===== src/rtl/fetch_pkg.sv =====
// fetch_pkg: shared types and helpers for the instruction-fetch stage.
//   XLEN          - width of the PC and instruction fields in a buffered entry
//   INSTR_BYTES   - PC increment per sequential fetch
//   NOP_INSTR     - canonical no-op encoding (addi x0,x0,0)
//   fetch_entry_t - one buffered fetch: {pc, instr}
//   fifo_state_e  - occupancy class of the fetch buffer
//   branch_target - redirect target, word aligned
package fetch_pkg;
  localparam int unsigned XLEN        = 32;
  localparam int unsigned INSTR_BYTES = 4;
  localparam logic [31:0] NOP_INSTR   = 32'h0000_0013;

  typedef struct packed {
    logic [XLEN-1:0] pc;
    logic [XLEN-1:0] instr;
  } fetch_entry_t;

  typedef enum logic [1:0] {
    FIFO_EMPTY,
    FIFO_PARTIAL,
    FIFO_FULL
  } fifo_state_e;

  // Branch PC plus offset, low two bits cleared so the target is word aligned.
  function automatic logic [XLEN-1:0] branch_target(input logic [XLEN-1:0] base,
                                                    input logic [XLEN-1:0] imm);
    logic [XLEN-1:0] sum;
    sum = base + imm;
    return {sum[XLEN-1:2], 2'b00};
  endfunction
endpackage


===== src/rtl/fetch_if.sv =====
// fetch_if: instruction-memory request/response, branch redirect and the
// downstream valid/ready instruction handshake of the fetch stage.
//   master modport: the fetch unit.  slave modport: memory + decode side.
interface fetch_if #(
  parameter int unsigned PC_WIDTH   = 32,
  parameter int unsigned DATA_WIDTH = 32
);
  logic                  imem_req;
  logic [PC_WIDTH-1:0]   imem_addr;
  logic [DATA_WIDTH-1:0] imem_rdata;
  logic                  redirect;
  logic [PC_WIDTH-1:0]   redirect_base;
  logic [DATA_WIDTH-1:0] redirect_imm;
  logic                  instr_valid;
  logic                  instr_ready;
  logic [DATA_WIDTH-1:0] instr;
  logic [PC_WIDTH-1:0]   instr_pc;

  modport master (
    output imem_req, imem_addr, instr_valid, instr, instr_pc,
    input  imem_rdata, redirect, redirect_base, redirect_imm, instr_ready
  );

  modport slave (
    input  imem_req, imem_addr, instr_valid, instr, instr_pc,
    output imem_rdata, redirect, redirect_base, redirect_imm, instr_ready
  );
endinterface


===== src/rtl/fetch_fifo.sv =====
// fetch_fifo: small circular buffer of fetch_entry_t with registered head.
//   clk, rst      - clock, synchronous active-high reset (clears storage)
//   flush_i       - synchronous empty; beats push and pop in the same cycle
//   push_i/_entry - write one entry at the tail
//   pop_i         - drop the head
//   valid_o       - head holds a live entry
//   head_o        - head entry, read straight from storage registers
//   count_o       - number of live entries
module fetch_fifo
  import fetch_pkg::*;
#(
  parameter int unsigned FIFO_DEPTH = 2
) (
  input  logic                           clk,
  input  logic                           rst,
  input  logic                           flush_i,
  input  logic                           push_i,
  input  fetch_entry_t                   push_entry_i,
  input  logic                           pop_i,
  output logic                           valid_o,
  output fetch_entry_t                   head_o,
  output logic [$clog2(FIFO_DEPTH+1)-1:0] count_o
);
  localparam int unsigned PTR_W = $clog2(FIFO_DEPTH);
  localparam int unsigned CNT_W = $clog2(FIFO_DEPTH + 1);

  fetch_entry_t     mem_q [FIFO_DEPTH];
  logic [PTR_W-1:0] rd_ptr_q;
  logic [PTR_W-1:0] wr_ptr_q;
  logic [CNT_W-1:0] count_q;
  fifo_state_e      state_c;

  // Storage and pointers; depth is a power of two so pointers wrap naturally.
  always_ff @(posedge clk) begin
    if (rst) begin
      for (int unsigned i = 0; i < FIFO_DEPTH; i++) mem_q[i] <= '0;
      rd_ptr_q <= '0;
      wr_ptr_q <= '0;
      count_q  <= '0;
    end else if (flush_i) begin
      rd_ptr_q <= '0;
      wr_ptr_q <= '0;
      count_q  <= '0;
    end else begin
      if (push_i) begin
        mem_q[wr_ptr_q] <= push_entry_i;
        wr_ptr_q        <= wr_ptr_q + PTR_W'(1);
      end
      if (pop_i) rd_ptr_q <= rd_ptr_q + PTR_W'(1);
      count_q <= count_q + CNT_W'(push_i) - CNT_W'(pop_i);
    end
  end

  // Occupancy class derived from the count.
  always_comb begin
    state_c = FIFO_PARTIAL;
    if (count_q == '0) state_c = FIFO_EMPTY;
    else if (count_q == CNT_W'(FIFO_DEPTH)) state_c = FIFO_FULL;
  end

  assign valid_o = (state_c != FIFO_EMPTY);
  assign head_o  = mem_q[rd_ptr_q];
  assign count_o = count_q;
endmodule


===== src/rtl/fetch_unit.sv =====
// fetch_unit: instruction-fetch stage. Holds the PC, issues reads to a
// 1-cycle-latency instruction memory, buffers returned words with their PCs
// and hands them downstream over valid/ready. Branch redirects flush.
//   clk, rst - clock, synchronous active-high reset
//   bus      - fetch_if.master: imem_req/imem_addr/imem_rdata,
//              redirect/redirect_base/redirect_imm,
//              instr_valid/instr_ready/instr/instr_pc
//   perf_fetched, perf_flushed - 32-bit event counters, present only when
//              FETCH_PERF_EN is defined
module fetch_unit
  import fetch_pkg::*;
#(
  parameter int unsigned          PC_WIDTH   = 32,
  parameter int unsigned          DATA_WIDTH = 32,
  parameter logic [PC_WIDTH-1:0]  RESET_PC   = '0,
  parameter int unsigned          FIFO_DEPTH = 2
) (
  input  logic        clk,
  input  logic        rst,
  fetch_if.master     bus
`ifdef FETCH_PERF_EN
  ,
  output logic [31:0] perf_fetched,
  output logic [31:0] perf_flushed
`endif
);
  localparam int unsigned CNT_W = $clog2(FIFO_DEPTH + 1);
  localparam int unsigned OCC_W = CNT_W + 1;

  logic [PC_WIDTH-1:0] pc_q;
  logic [PC_WIDTH-1:0] pc_d;
  logic [PC_WIDTH-1:0] inflight_pc_q;
  logic                inflight_q;
  logic [CNT_W-1:0]    count;
  logic                head_valid;
  fetch_entry_t        head;
  fetch_entry_t        push_entry;
  logic                pop_c;
  logic                push_c;
  logic                issue_c;
  logic [OCC_W-1:0]    occ_c;

  // Issue only if the response is guaranteed a slot after this cycle's pop.
  assign pop_c   = head_valid & bus.instr_ready;
  assign occ_c   = OCC_W'(count) + OCC_W'(inflight_q) - OCC_W'(pop_c);
  assign issue_c = !rst && !bus.redirect && (occ_c < OCC_W'(FIFO_DEPTH));
  // A redirect kills the response returning this cycle.
  assign push_c  = inflight_q && !bus.redirect;

  assign push_entry = '{pc: XLEN'(inflight_pc_q), instr: XLEN'(bus.imem_rdata)};

  // Next PC: redirect target beats sequential advance.
  always_comb begin
    pc_d = pc_q;
    if (bus.redirect)
      pc_d = PC_WIDTH'(branch_target(XLEN'(bus.redirect_base), XLEN'(bus.redirect_imm)));
    else if (issue_c)
      pc_d = pc_q + PC_WIDTH'(INSTR_BYTES);
  end

  always_ff @(posedge clk) begin
    if (rst) begin
      pc_q          <= RESET_PC;
      inflight_q    <= 1'b0;
      inflight_pc_q <= '0;
    end else begin
      pc_q       <= pc_d;
      inflight_q <= issue_c;
      if (issue_c) inflight_pc_q <= pc_q;
    end
  end

  fetch_fifo #(
    .FIFO_DEPTH(FIFO_DEPTH)
  ) u_fifo (
    .clk         (clk),
    .rst         (rst),
    .flush_i     (bus.redirect),
    .push_i      (push_c),
    .push_entry_i(push_entry),
    .pop_i       (pop_c),
    .valid_o     (head_valid),
    .head_o      (head),
    .count_o     (count)
  );

  assign bus.imem_req    = issue_c;
  assign bus.imem_addr   = pc_q;
  assign bus.instr_valid = head_valid;
  assign bus.instr       = DATA_WIDTH'(head.instr);
  assign bus.instr_pc    = PC_WIDTH'(head.pc);

`ifdef FETCH_PERF_EN
  logic [31:0] perf_fetched_q;
  logic [31:0] perf_flushed_q;

  // Flushed = buffered entries discarded plus the killed in-flight response.
  always_ff @(posedge clk) begin
    if (rst) begin
      perf_fetched_q <= '0;
      perf_flushed_q <= '0;
    end else begin
      if (push_c) perf_fetched_q <= perf_fetched_q + 32'(1);
      if (bus.redirect)
        perf_flushed_q <= perf_flushed_q + 32'(count) + 32'(inflight_q);
    end
  end

  assign perf_fetched = perf_fetched_q;
  assign perf_flushed = perf_flushed_q;
`endif
endmodule

===== src/flat_wrapper.sv =====
// flat-port wrapper written by rule: the top's interface ports become plain ports
module fetch_unit_flat import fetch_pkg::*;
#(
  parameter int unsigned          PC_WIDTH   = 32,
  parameter int unsigned          DATA_WIDTH = 32,
  parameter logic [PC_WIDTH-1:0]  RESET_PC   = '0,
  parameter int unsigned          FIFO_DEPTH = 2
)
  (clk, rst, bus_imem_req, bus_imem_addr, bus_instr_valid, bus_instr, bus_instr_pc, bus_imem_rdata, bus_redirect, bus_redirect_base, bus_redirect_imm, bus_instr_ready);
  fetch_if #(.PC_WIDTH(PC_WIDTH), .DATA_WIDTH(DATA_WIDTH)) bus_i ();
  input  logic clk;
  input  logic rst;
  output wire logic [$bits(bus_i.imem_req)-1:0] bus_imem_req;
  output wire logic [$bits(bus_i.imem_addr)-1:0] bus_imem_addr;
  output wire logic [$bits(bus_i.instr_valid)-1:0] bus_instr_valid;
  output wire logic [$bits(bus_i.instr)-1:0] bus_instr;
  output wire logic [$bits(bus_i.instr_pc)-1:0] bus_instr_pc;
  input wire logic [$bits(bus_i.imem_rdata)-1:0] bus_imem_rdata;
  input wire logic [$bits(bus_i.redirect)-1:0] bus_redirect;
  input wire logic [$bits(bus_i.redirect_base)-1:0] bus_redirect_base;
  input wire logic [$bits(bus_i.redirect_imm)-1:0] bus_redirect_imm;
  input wire logic [$bits(bus_i.instr_ready)-1:0] bus_instr_ready;
  assign bus_imem_req = bus_i.imem_req;
  assign bus_imem_addr = bus_i.imem_addr;
  assign bus_instr_valid = bus_i.instr_valid;
  assign bus_instr = bus_i.instr;
  assign bus_instr_pc = bus_i.instr_pc;
  assign bus_i.imem_rdata = bus_imem_rdata;
  assign bus_i.redirect = bus_redirect;
  assign bus_i.redirect_base = bus_redirect_base;
  assign bus_i.redirect_imm = bus_redirect_imm;
  assign bus_i.instr_ready = bus_instr_ready;
  fetch_unit #(.PC_WIDTH(PC_WIDTH), .DATA_WIDTH(DATA_WIDTH), .RESET_PC(RESET_PC), .FIFO_DEPTH(FIFO_DEPTH)) u_core (.clk(clk), .rst(rst), .bus(bus_i));
endmodule

===== config.mk =====
export PLATFORM = sky130hd
export DESIGN_NAME = fetch_unit_flat
export DESIGN_NICKNAME = d
export VERILOG_FILES = /design/src/rtl/fetch_pkg.sv /design/src/rtl/fetch_if.sv /design/src/rtl/fetch_fifo.sv /design/src/rtl/fetch_unit.sv /design/src/flat_wrapper.sv
export SDC_FILE = /design/constraint.sdc
export NUM_CORES = 1
export LEC_CHECK = 0
export BUFFER_PORTS_ARGS = -buffer_cell sky130_fd_sc_hd__buf_4
export CORE_MARGIN = 4
export CORE_UTILIZATION = 51
export CTS_CLUSTER_SIZE = 24
export DETAILED_ROUTE_END_ITERATION = 10
export GPL_TIMING_DRIVEN = 0
export PLACE_DENSITY = 0.71
export SLEW_MARGIN = 0
export SYNTH_ARGS = -nofsm -noshare
export SYNTH_HDL_FRONTEND = slang
export SYNTH_HIERARCHICAL = 1
export SYNTH_SLANG_ARGS = --single-unit

===== constraint.sdc =====
create_clock -name clk -period 4.6 [get_ports clk]
set_clock_uncertainty 0.15 [all_clocks]
set_input_delay 0.92 -clock clk [delete_from_list [all_inputs] [get_ports clk]]
set_output_delay 0.92 -clock clk [all_outputs]
set_load 0.01 [all_outputs]

==> results.yml <==
cells_and_area:
  drive_gt1_frac: 0.285
  antennaDiodeCount: 0
  final_nets: 1312
  fin_area_um2: 12700
  fillers: 1677
  final_util: 0.647
  area_delta_synth_final_pct: 23.3
synth:
  yosysTopAreaCell: "edfxtp_1"
  avgSynthCellArea_um2: 10.8
  synth.area.top_cells: "edfxtp_1 37%, dfxtp_1 13%, and3_1 8.3%, mux2_2 7.2%, ha_1 4.1%"
  ys_top_cells_by_count: "137 x and3_1, 128 x edfxtp_1, 95 x nand2_1"
  ys_seq_area_frac: 0.501
  ys_warn_count: 6
  synth-edff-count: 128
  synth-main-ff-cell: "edfxtp_1"
  ys_types: 70
  synthArstFlopShare: 0
  synth.most_common_cell: "and3_1"
  netlist_area_um2: 10300
  syn_inst: 959
  synth.top_cell.area_share: 0.373
  ys_seq_elements: 194
power_and_ir_drop:
  ir_drop_uv: 153
  clockPowerShare: 0.350
  leakage_nw: 5.61
  p_sw_mw: 1.03
  p_int_mw: 3.10
  pwr-share-seq: 0.487
  powerDensity_nw_per_um2: 325
  p_sw_frac: 0.250
  pwr-share-comb: 0.163
clock_network:
  cts_root_buf: "clkbuf_16"
  cts_tree: "built"
  ctsResizeCount: 0
  numCtsBuffers: 17
  cts.path.max_buffers: 2
  clock-sinks: 194
  clock_latency_ps: 430
  cts_htree_levels: 4
  clk_pin_slew_worst_paths_ps: 60
sta:
  setup_ws_ps: 193
  fin_setup_tns_ps: 0
  whs_ps: 310
  relSlewSlack: 0.429
  min_period_ps: 4410
  maxSlewViolCount: 0
  post-route-period-util: 0.958
  fmax_mhz: 227
  tightest_slew_ps: 856
  setup_viol: 0
  rsz0062_at_grt: "no"
  final_hold_viol_count: 0
placement:
  finalWeightedCongestion: 0.913
  io_buffers: 195
  dp_hpwl_um: 17900
  placed_area_um2: 12100
  dpl_worst_slack_ps: 111
hold_path:
  min_from: "u_core/inflight_pc_q[8]"
  hold_path.class: "reg -> reg"
global_route:
  antenna_found_initial: 0
  grt_pass1_wl_um: 38500
  grt-ovfl-total: 0
  grt_max_degree: 65
  track_usage: 0.217
  grt_pass1_vias: 7586
setup_path:
  crit_family: "simple AND/OR/NAND/NOR gates"
  r2r_start: "u_core/u_fifo/count_o[1]"
  path_class: "reg -> out"
  crit_fanout: 13
  cp_slowest_cell: "fa_1"
  worst_ep_required_time_ps: 3530
  startpoint_type: "flop"
  worst_ep_arrival_time_ps: 3340
  regToRegSetupSlack_ps: 620
  critPathBufInv: 2
  endpoint_kind: "output pin"
  cpPeakStageDelay_ps: 510
  cp_cell_sequence: "or2_2, and2_1, ha_1, nor2b_1, fa_1, nor2_1, nand2_1, inv_1, buf_4"
  critPathLaunch: "u_core/u_fifo/count_o[1]"
die:
  fp-row-count: 51
  boundaryPins: 198
  dieArea_um2: 22600
  core_um2: 19700
  die_w_um: 150
  initial_utilization: 0.525
  die_y_um: 150
routing:
  vias_per_cell: 5.57
  antenna_left: 0
  post_drt_wl_per_cell_um: 17.0
  drt_iter0_drc: 602
  vias: 8104
  drc_errors: 0
  first_pass_iters: 7
  drt_wl_total_um: 24800
flow_run:
  drv_cap: 0
status:
  outcome: "finished clean"
## tightest hold or removal path: stages (launching register included)
cell and delay [ps]:
dfxtp_1 310, nand2_1 50, a21oi_1 50
## stage by stage
stage | total power, mW | std cells
floorplan | 2.43 | 964
global placement | 2.71 | 1424
detailed placement | 2.72 | 1424
CTS | 4.15 | 1454
global route | 4.30 | 1454
finish | 4.13 | 1454
## logic make-up (layout without fill, tap and decap cells)
group	after synthesis	in the layout	share of synthesized area
xor gates and xnor gates	47	47	0.0412
other	1	6	0.000364
DFF	194	194	0.501
adders and majority gates	35	35	0.0432
AOI/OAI and AO/OA	156	156	0.0983
muxes	69	69	0.0750
and+or+nand+nor	373	373	0.193
buffers and inverters	84	309	0.0478
## layer usage
metal	wire length [um]	part of all wire	GRT usage
met3	2020	0.082	0.0527
met2	11500	0.46	0.344
met1	10700	0.43	0.289
met5	0	0	0
met4	629	0.025	0.0842
## power by group through the flow
stage	clock [mW]	sequential (mW)	combinational, mW
6_report	1.45	2.01	0.674
5_1_grt	1.54	2.02	0.740
4_1_cts	1.47	2.01	0.674
3_5_place_dp	0	2.05	0.670
3_3_place_gp	0	2.05	0.663
2_1_floorplan	0	2.04	0.386
## repair_timing
item / 4_1_cts / 5_1_grt
hold buffers: 0 / 0
buffers inserted: 0 / 0
endpoints found under the setup margin: 1 / 0
## layout by cell type (no fill, tap or decap), types with 3 or more instances in the layout
| cell type | count |
|---|---|
| a31oi_1 | 7 |
| ha_1 | 34 |
| edfxtp_1 | 128 |
| dfxtp_1 | 66 |
| o21a_1 | 5 |
| conb_1 | 6 |
| clkbuf_1 | 25 |
| nand4_1 | 21 |
| a21oi_1 | 60 |
| buf_2 | 14 |
| o21ai_0 | 13 |
| nor3_1 | 11 |
| nor2_1 | 54 |
| inv_1 | 22 |
| a211oi_1 | 14 |
| xor2_1 | 21 |
| buf_6 | 13 |
| nor2b_1 | 6 |
| or2_2 | 4 |
| a21o_1 | 11 |
| buf_4 | 204 |
| mux2i_1 | 3 |
| mux2_2 | 66 |
| xnor2_1 | 25 |
| o22ai_1 | 6 |
| o311ai_0 | 3 |
| nand2b_1 | 4 |
| and3_1 | 137 |
| clkbuf_16 | 17 |
| and2_1 | 4 |
| o211ai_1 | 4 |
| bufinv_16 | 3 |
| and4_1 | 4 |
| clkinvlp_4 | 3 |
| nand3_1 | 15 |
| nand2_1 | 95 |
| o21bai_1 | 5 |
## sequential cells by signal, indices dropped and copies added, names as in the netlist, named ones only
register,cells
u_core/bus.imem_addr,30
u_core/u_fifo/rd_ptr_q,1
u_core/u_fifo/wr_ptr_q,1
u_core/inflight_q,1
u_core/u_fifo/count_o,2
u_core/inflight_pc_q,30
u_core/u_fifo/mem_q,128
## layout make-up
type	count	area [um2]	share of cell area
Tap cell	265	332	0.0261
Buffer	61	407	0.0320
Clock inverter	11	139	0.0109
Inverter	22	82.6	0.00649
Clock buffer	20	437	0.0343
Sequential cell	194	5160	0.406
Timing Repair Buffer	195	1460	0.115
Multi-Input combinational cell	686	4690	0.369
## final timing paths
path | depth (start not counted) | end
worst max-delay path | 9 | bus_imem_req
worst max register to register | 11 | u_core/bus.imem_addr[29]
worst min register to register | 2 | u_core/inflight_pc_q[8]
worst min-delay path | 2 | u_core/inflight_pc_q[8]
Note: power is estimated with default switching activity, not from simulation.
